$ cat src/rtl/instr_issue_unit_if.sv
// Bundle between the fetch/issue unit, its instruction memory and the decoder.
// master: the issue unit (drives imem request and the decode-side head).
// slave : the environment (memory data, redirect and decode ready).
interface instr_issue_unit_if #(
  parameter int ADDR_W = 8,
  parameter int DEPTH  = 4
);
  localparam int CW = $clog2(DEPTH) + 1;

  logic              imem_rd;
  logic [ADDR_W-1:0] imem_addr;
  logic [31:0]       imem_data;
  logic              redirect;
  logic [ADDR_W-1:0] redirect_pc;
  logic              out_valid;
  logic              out_ready;
  logic [31:0]       out_instr;
  logic [5:0]        out_op;
  logic [ADDR_W-1:0] out_pc;
  logic              halted;
  logic [CW-1:0]     fifo_count;

  modport master (
    output imem_rd, imem_addr,
    input  imem_data,
    input  redirect, redirect_pc,
    output out_valid,
    input  out_ready,
    output out_instr, out_op, out_pc, halted, fifo_count
  );

  modport slave (
    input  imem_rd, imem_addr,
    output imem_data,
    output redirect, redirect_pc,
    input  out_valid,
    output out_ready,
    input  out_instr, out_op, out_pc, halted, fifo_count
  );
endinterface

$ cat src/rtl/instr_issue_unit.sv
// Fetch/issue front end: PC, 1-cycle sync imem read, DEPTH-entry FIFO to decode.
// Latency: 2 cycles from imem_rd to out_valid; 1 fetch/cycle when decode drains.
// Backpressure: fetch stalls when FIFO entries + in-flight word reach DEPTH.
// Ports: clk, rst (sync, active-high); bus (master): imem_rd/imem_addr/imem_data,
//   redirect/redirect_pc, out_valid/out_ready/out_instr/out_op/out_pc, halted, fifo_count.
module instr_issue_unit #(
  parameter int               ADDR_W   = 8,
  parameter int               DEPTH    = 4,
  parameter logic [ADDR_W-1:0] RESET_PC = '0,
  parameter logic [5:0]       HALT_OP  = 6'd63
) (
  input logic               clk,
  input logic               rst,
  instr_issue_unit_if.master bus
);
  localparam int CW = $clog2(DEPTH) + 1;
  localparam int PW = $clog2(DEPTH);

  typedef struct packed {
    logic [31:0]       instr;
    logic [ADDR_W-1:0] pc;
  } entry_t;

  entry_t            mem [DEPTH];
  logic [PW-1:0]     rd_ptr, wr_ptr;
  logic [CW-1:0]     count;
  logic [ADDR_W-1:0] pc;
  logic [ADDR_W-1:0] tag;       // PC of the word currently in flight
  logic              inflight;
  logic              stop;
  logic              halted_q;

  logic [CW:0]       credit_used;
  logic              fetch, push, pop, head_vld, resp_halt;
  entry_t            head;

  // The in-flight word already owns a slot, so the FIFO can never overflow.
  assign credit_used = {1'b0, count} + (CW+1)'(inflight);
  assign fetch       = !rst && !bus.redirect && !stop && (credit_used < (CW+1)'(DEPTH));

  // A response arriving after the HALT word was captured is the speculative
  // fetch issued alongside it; it is dropped. Redirect/rst squash via priority below.
  assign push      = inflight && !stop;
  assign resp_halt = push && (bus.imem_data[31:26] == HALT_OP);

  assign head     = mem[rd_ptr];
  assign head_vld = (count != '0) && !halted_q;
  assign pop      = head_vld && bus.out_ready;

  assign bus.imem_rd    = fetch;
  assign bus.imem_addr  = pc;
  assign bus.out_valid  = head_vld;
  assign bus.out_instr  = head_vld ? head.instr : 32'd0;
  assign bus.out_op     = bus.out_instr[31:26];
  assign bus.out_pc     = head_vld ? head.pc : '0;
  assign bus.halted     = halted_q;
  assign bus.fifo_count = count;

  always_ff @(posedge clk) begin
    if (rst) begin
      pc       <= RESET_PC;
      tag      <= '0;
      inflight <= 1'b0;
      stop     <= 1'b0;
      halted_q <= 1'b0;
      rd_ptr   <= '0;
      wr_ptr   <= '0;
      count    <= '0;
    end else if (bus.redirect) begin
      // Low two bits of the target are masked: fetch is word aligned.
      pc       <= bus.redirect_pc & ~ADDR_W'(3);
      inflight <= 1'b0;
      stop     <= 1'b0;
      halted_q <= 1'b0;
      rd_ptr   <= '0;
      wr_ptr   <= '0;
      count    <= '0;
    end else begin
      inflight <= fetch;
      if (fetch) begin
        pc  <= pc + ADDR_W'(4);
        tag <= pc;
      end
      if (push) begin
        mem[wr_ptr] <= '{instr: bus.imem_data, pc: tag};
        wr_ptr      <= wr_ptr + PW'(1);
      end
      if (resp_halt) begin
        stop <= 1'b1;
      end
      if (pop) begin
        rd_ptr <= rd_ptr + PW'(1);
        if (head.instr[31:26] == HALT_OP) begin
          halted_q <= 1'b1;
        end
      end
      count <= count + CW'(push) - CW'(pop);
    end
  end
endmodule

$ cat src/flat_wrapper.sv
// flat-port wrapper written by rule: the top's interface ports become plain ports
module instr_issue_unit_flat 
#(
  parameter int               ADDR_W   = 8,
  parameter int               DEPTH    = 4,
  parameter logic [ADDR_W-1:0] RESET_PC = '0,
  parameter logic [5:0]       HALT_OP  = 6'd63
)
  (clk, rst, bus_imem_rd, bus_imem_addr, bus_imem_data, bus_redirect, bus_redirect_pc, bus_out_valid, bus_out_ready, bus_out_instr, bus_out_op, bus_out_pc, bus_halted, bus_fifo_count);
  instr_issue_unit_if #(.ADDR_W(ADDR_W), .DEPTH(DEPTH)) bus_i ();
  input logic clk;
  input logic rst;
  output wire logic [$bits(bus_i.imem_rd)-1:0] bus_imem_rd;
  output wire logic [$bits(bus_i.imem_addr)-1:0] bus_imem_addr;
  input wire logic [$bits(bus_i.imem_data)-1:0] bus_imem_data;
  input wire logic [$bits(bus_i.redirect)-1:0] bus_redirect;
  input wire logic [$bits(bus_i.redirect_pc)-1:0] bus_redirect_pc;
  output wire logic [$bits(bus_i.out_valid)-1:0] bus_out_valid;
  input wire logic [$bits(bus_i.out_ready)-1:0] bus_out_ready;
  output wire logic [$bits(bus_i.out_instr)-1:0] bus_out_instr;
  output wire logic [$bits(bus_i.out_op)-1:0] bus_out_op;
  output wire logic [$bits(bus_i.out_pc)-1:0] bus_out_pc;
  output wire logic [$bits(bus_i.halted)-1:0] bus_halted;
  output wire logic [$bits(bus_i.fifo_count)-1:0] bus_fifo_count;
  assign bus_imem_rd = bus_i.imem_rd;
  assign bus_imem_addr = bus_i.imem_addr;
  assign bus_i.imem_data = bus_imem_data;
  assign bus_i.redirect = bus_redirect;
  assign bus_i.redirect_pc = bus_redirect_pc;
  assign bus_out_valid = bus_i.out_valid;
  assign bus_i.out_ready = bus_out_ready;
  assign bus_out_instr = bus_i.out_instr;
  assign bus_out_op = bus_i.out_op;
  assign bus_out_pc = bus_i.out_pc;
  assign bus_halted = bus_i.halted;
  assign bus_fifo_count = bus_i.fifo_count;
  instr_issue_unit #(.ADDR_W(ADDR_W), .DEPTH(DEPTH), .RESET_PC(RESET_PC), .HALT_OP(HALT_OP)) u_core (.clk(clk), .rst(rst), .bus(bus_i));
endmodule
$ cat config.mk
export PLATFORM = sky130hd
export DESIGN_NAME = instr_issue_unit_flat
export DESIGN_NICKNAME = d
export VERILOG_FILES = /design/src/rtl/instr_issue_unit_if.sv /design/src/rtl/instr_issue_unit.sv /design/src/flat_wrapper.sv
export SDC_FILE = /design/constraint.sdc
export NUM_CORES = 1
export LEC_CHECK = 0
export BUFFER_PORTS_ARGS = -buffer_cell sky130_fd_sc_hd__buf_2
export CORE_ASPECT_RATIO = 1.5
export CORE_MARGIN = 1.5
export CORE_UTILIZATION = 45
export CTS_CLUSTER_SIZE = 20
export DETAILED_ROUTE_END_ITERATION = 16
export GPL_ROUTABILITY_DRIVEN = 0
export GPL_TIMING_DRIVEN = 0
export PLACE_DENSITY = 0.78
export RECOVER_POWER = 50
export REMOVE_ABC_BUFFERS = 1
export SLEW_MARGIN = 25
export SYNTH_ARGS = -nofsm -noshare
export SYNTH_HDL_FRONTEND = slang
export SYNTH_SLANG_ARGS = --single-unit
$ cat constraint.sdc
create_clock -name clk -period 1.95 [get_ports clk]
set_input_delay 0.195 -clock clk [delete_from_list [all_inputs] [get_ports clk]]
set_output_delay 0.195 -clock clk [all_outputs]
set_load 0.005 [all_outputs]
# Word-level counts from Yosys, hierarchy flattened
# Memories as Yosys holds them, arrays and structs flattened. A register that Yosys moved wholly into a read port is not among the register bits.
# Index checks and enable logic that the tools add are counted.
[word_totals]
in_bits = 44
ff_bits = 26
ram_bits = 160
mem_count = 1
[op_classes]
order_cmp = 1
n_reduce_logical = 16
add_sub_neg = 6
mux = 10
n_bitwise = 1
n_eq_ne = 2
[mem_list]
columns = ["memory", "words", "width", "rd", "rd_clocked_by_memory_dff", "write_ports", "line", "text"]
rows = [
  ["u_core.mem", 4, 40, 1, 1, 1, "instr_issue_unit.sv:24", "entry_t mem [DEPTH];"],
]
[op_table]
columns = ["operator", "n"]
rows = [
  ["32-bit two-way mux", 1],
  ["8-bit two-way mux", 3],
  ["6-bit equality test, second input constant", 2],
  ["8-bit by 3-bit adder with 8-bit output, second input constant", 1],
  ["1-bit logical AND", 7],
  ["2-bit by 1-bit adder with 2-bit output, second input constant", 2],
  ["3-bit by 1-bit adder with 4-bit output", 1],
  ["1-bit zero test", 4],
  ["4-bit by 3-bit < comparator with 1-bit output, second input constant", 1],
  ["1-bit two-way mux", 4],
  ["2-bit two-way mux", 2],
  ["2-bit AND reduction", 2],
  ["3-bit by 1-bit adder with 3-bit output", 1],
  ["3-bit nonzero test", 1],
  ["3-bit by 1-bit subtractor with 3-bit output", 1],
  ["2-bit nonzero test", 1],
  ["2-bit OR reduction", 1],
  ["1-bit NOT", 1],
]

# Depth between registers and ports, before layout
[logic_depth]
depth_word = 6
ltp_mapped = 9
depth_no_buf = 9

# Least setup slack after synthesis
# Ideal clock, no wire load.
[synth_path]
kind = "register -> register"
startpoint = "register u_core.inflight"
endpoint = "memory u_core.mem[0][10] (netlist bit), enable pin"
n_path_buf = 1
slack_ns = -0.141
setup_time_ns = 0.399
arrival_time_ns = 1.692
stages_incl_launch_ff = 4
path_cell_list = "dfxtp_1 > nor2b_1 > clkbuf_1 > and3_1"
[synth_between]
elab_chain_len = 5
[synth_lines]
columns = ["element", "line", "text"]
rows = [
  ["start, declared", "instr_issue_unit.sv:29", "logic inflight;"],
  ["start signal, assigned", "instr_issue_unit.sv:79", "inflight <= fetch;"],
  ["1-bit logical AND", "instr_issue_unit.sv:43", "assign push = inflight && !stop;"],
  ["net u_core.push", "instr_issue_unit.sv:34", "logic fetch, push, pop, head_vld, resp_halt;"],
  ["1-bit two-way mux", "instr_issue_unit.sv:84", "if (push) begin"],
  ["1-bit two-way mux", "instr_issue_unit.sv:69", "end else if (bus.redirect) begin"],
  ["1-bit two-way mux", "instr_issue_unit.sv:60", "if (rst) begin"],
  ["1-bit two-way mux (implied by the code)", "instr_issue_unit.sv:85", "mem[wr_ptr] <= '{instr: bus.imem_data, pc: tag};"],
  ["end, declared", "instr_issue_unit.sv:24", ""],
]
# The timed path passes the listed nets, and every way through them passes these cells.

==> summary.md <==
| Metric | Value |
|---|---|
| Status | `complete, but fails checks` |
| Failing checks | `setup timing` |
| Routed WL | `between 10,000 and 15,000 µm` |
| Detailed Routing Iterations Pass 1 | `4` |
| TritonCTS clock tree | `yes` |
| Setup slack at placement | `-0.412 ns` |
| CORE AREA | `around 15,000 µm²` |
| Endpoints failing hold | `0` |
| Post-synth EDFFs | `152` |
| Post-synth top area cell | `edfxtp_1` |
| Routed Antenna Nets | `0` |
| Initial core utilization | `0.460` |
| Crit Reg-Reg Endpoint | `u_core.bus.fifo_count[1]` |
| RSZ-0062 raised after global routing | `yes` |
| Clock latency on the worst-skew pair | `just over 0.4 ns` |
| Synthesized area | `between 6000 and 7000 µm²` |
| TritonCTS buffer count | `17` |
| Worst-margin pin slew | `0.697 ns` |
| Diodes inserted | `0` |
| CP Class | `reg2out` |
| Commonest cells post-synth | `edfxtp_1 (152), and2_1 (39), mux4_2 (38)` |
| Most common flop cell mapped by yosys | `edfxtp_1` |
| # DRC | `0` |
| Antenna violations before repair | `0` |
| Critical Path RT | `between 1.5 and 2 ns` |
| Register area share after synthesis | `0.725` |
| Site Rows | `55` |
| CP Launch Type | `flop` |
| Final period utilization | `1.07` |
| Final HPWL DP | `between 8000 and 9000 µm` |
| Vias per cell | `around 5.2` |
| Clock root cell | `clkbuf_16` |
| CP endpoint kind | `output port` |
| Max VDD drop | `between 0.4 and 0.5 mV` |
| Fmax | `about 0.48 GHz` |
| Area grow syn2layout | `28.3%` |
| Avg Cell Area, Syn | `around 18 µm²` |
| Crit-path max FO | `6` |
| CTS H-Tree Depth | `4` |
| Final nets | `between 500 and 600` |
| GR Overflow Total | `0` |
| Hold Startpoint | `bus_redirect` |
| Pin count of the biggest net entering global routing | `25` |
| Global-route wire length before repair | `21,200 µm` |
| Die Y | `approximately 160 µm` |
| PnR worst setup slack | `-0.129 ns` |
| R2R setup slack | `-0.07 ns` |
| IO Count | `about 100` |
| Post-Place Cells | `658` |
| Gate Count Post-Synth | `around 380` |
| Yosys top cell area share | `0.656` |
| Static leakage | `about 0.0031 µW` |
| Setup violators final | `roughly 110` |
| Hold Path Sink | `u_core.bus.imem_addr[4]` |
| Ys async rst share | `0` |
| Clock sinks | `between 150 and 200` |
| PnR Total Power | `8010 µW` |
| R2r worst-path depth | `8` |
| Rel. slew slack | `0.533` |
| Post-synth cell types | `37` |
| Reg-to-reg critical path startpoint | `u_core.bus.fifo_count[0]` |
| Layout Cells excl Fill | `728` |
| Chip Width | `between 100 and 150 µm` |
| Fill cells | `approximately 1.2k` |
| Final min period | `2.08 ns` |
| Setup skew after layout | `~0.0078 ns` |
| Critical Path AT | `1.88 ns` |
| Yosys reg bits | `about 180` |
| Max-slew violation count | `0` |
| Cell with the most instances after synthesis | `edfxtp_1` |
| Vias | `between 3k and 4k` |
| CTS max path bufs | `2` |
| Iter 0 DRT Violations | `170` |
| Avg WL per Cell | `about 19 µm` |
| Die area | `16,200 µm²` |
| Clock transition at path regs | `roughly 0.06 ns` |
| Share of cells above drive strength 1 | `0.367` |
| Util after Layout | `0.590` |
| Hold WS | `around 0.022 ns` |
| Port bufs | `just under 100` |
| Top post-synthesis cells by area | `edfxtp_1 (66%), mux4_2 (12%), dfxtp_1 (6.9%), and2_1 (3.5%), ha_1 (1.4%)` |
| WHS Path Cells | `2` |
| Min-delay worst type | `in2reg` |
| Pwr per Cell Area | `897 nW/µm²` |
| Max-cap violation count | `0` |
| Synth warn | `0` |
| Vias in the first global route | `3,995` |
| Total track usage | `0.176` |
==> where the power goes <==
part | internal [µW] | leakage [µW] | switching [µW]
registers | 4120 | 0.00157 | 39.7
logic | 433 | 0.00125 | 329
clock network | 1720 | 0.000250 | 1370
==> flip-flops by register name, summed over array words and instances, names as in the netlist, named ones only <==
register / cells
u_core.bus.fifo_count: 3
u_core.bus.halted: 1
u_core.bus.imem_addr: 6
u_core.inflight: 1
u_core.mem: 152
u_core.rd_ptr: 2
u_core.stop: 1
u_core.tag: 6
u_core.wr_ptr: 2
==> worst max-delay path by stage <==
| stage | startpoint | end | slack, ns | cells after the start |
|---|---|---|---|---|
| 6_report | flop | bus_out_instr[30] | -0.13 | 5 |
| 5_1_grt | flop | bus_out_instr[31] | -0.19 | 5 |
| 4_1_cts | u_core.inflight | u_core.mem[2][23] | -0.22 | 3 |
| 3_5_place_dp | u_core.bus.fifo_count[1] | u_core.bus.fifo_count[2] | -0.41 | 9 |
| 3_3_place_gp | flop | u_core.bus.halted | -1.72 | 4 |
| 2_1_floorplan | flop | u_core.bus.halted | -0.95 | 4 |
==> area by class of cell <==
| class | count | area, µm² | area share |
|---|---|---|---|
| Inverter | 8 | 30.0 | 0.00336 |
| Sequential cell | 176 | 5060 | 0.566 |
| Multi-Input combinational cell | 171 | 1840 | 0.206 |
| Tap cell | 199 | 249 | 0.0279 |
| Timing Repair Buffer | 142 | 1210 | 0.135 |
| Clock inverter | 11 | 81.3 | 0.00910 |
| Clock buffer | 21 | 462 | 0.0517 |
==> kinds of logic (layout without fill, tap and decap cells) <==
| family | Yosys count | count (layout) | share of synthesized area |
|---|---|---|---|
| flops | 176 | 176 | 0.725 |
| simple gates | 87 | 87 | 0.0710 |
| mux | 38 | 38 | 0.123 |
| buf+inv | 38 | 182 | 0.0284 |
| compound gates | 28 | 28 | 0.0288 |
| fa+ha+maj | 9 | 9 | 0.0173 |
| xor+xnor | 5 | 5 | 0.00629 |
| other cells | 1 | 4 | 0.000539 |
==> stage by stage <==
step           instance area, µm²  setup TNS, ns
6_report                     8930          -4.19
4_1_cts                      8900         -22.38
5_1_grt                      8930         -15.66
3_3_place_gp                 7540        -234.06
3_5_place_dp                 7740         -31.92
2_1_floorplan                6800         -59.74
==> per-layer routing <==
layer,track usage,part of all wire
met1,0.194,0.38
met2,0.332,0.57
met3,0.0381,0.034
met4,0.0589,0.012
met5,0,0
==> worst max-delay path, stage by stage, from the launching register on <==
cell and delay [ns]:
dfxtp_4 0.44, buf_4 0.14, buf_6 0.10, mux4_2 0.52, and2_4 0.17, buf_6 0.11
==> layout by cell type (no fill, tap or decap), types with 18 or more instances in the layout <==
cell           instances
buf_2                 37
mux4_2                38
buf_6                 32
clkbuf_1              37
clkbuf_16             18
and2_1                18
dlygate4sd3_1         20
nor2_1                19
and2_4                21
edfxtp_1             152
dfxtp_1               20
==> timing repair <==
item                       4_1_cts  5_1_grt
pin swaps                       21       12
resized for setup               49       28
buffers inserted                11        7
cloned                           3        0
hold endpoints to repair        76        4
setup endpoints to repair      204      200
hold buffers                    19        1
Note: power is estimated with default switching activity, not from simulation.
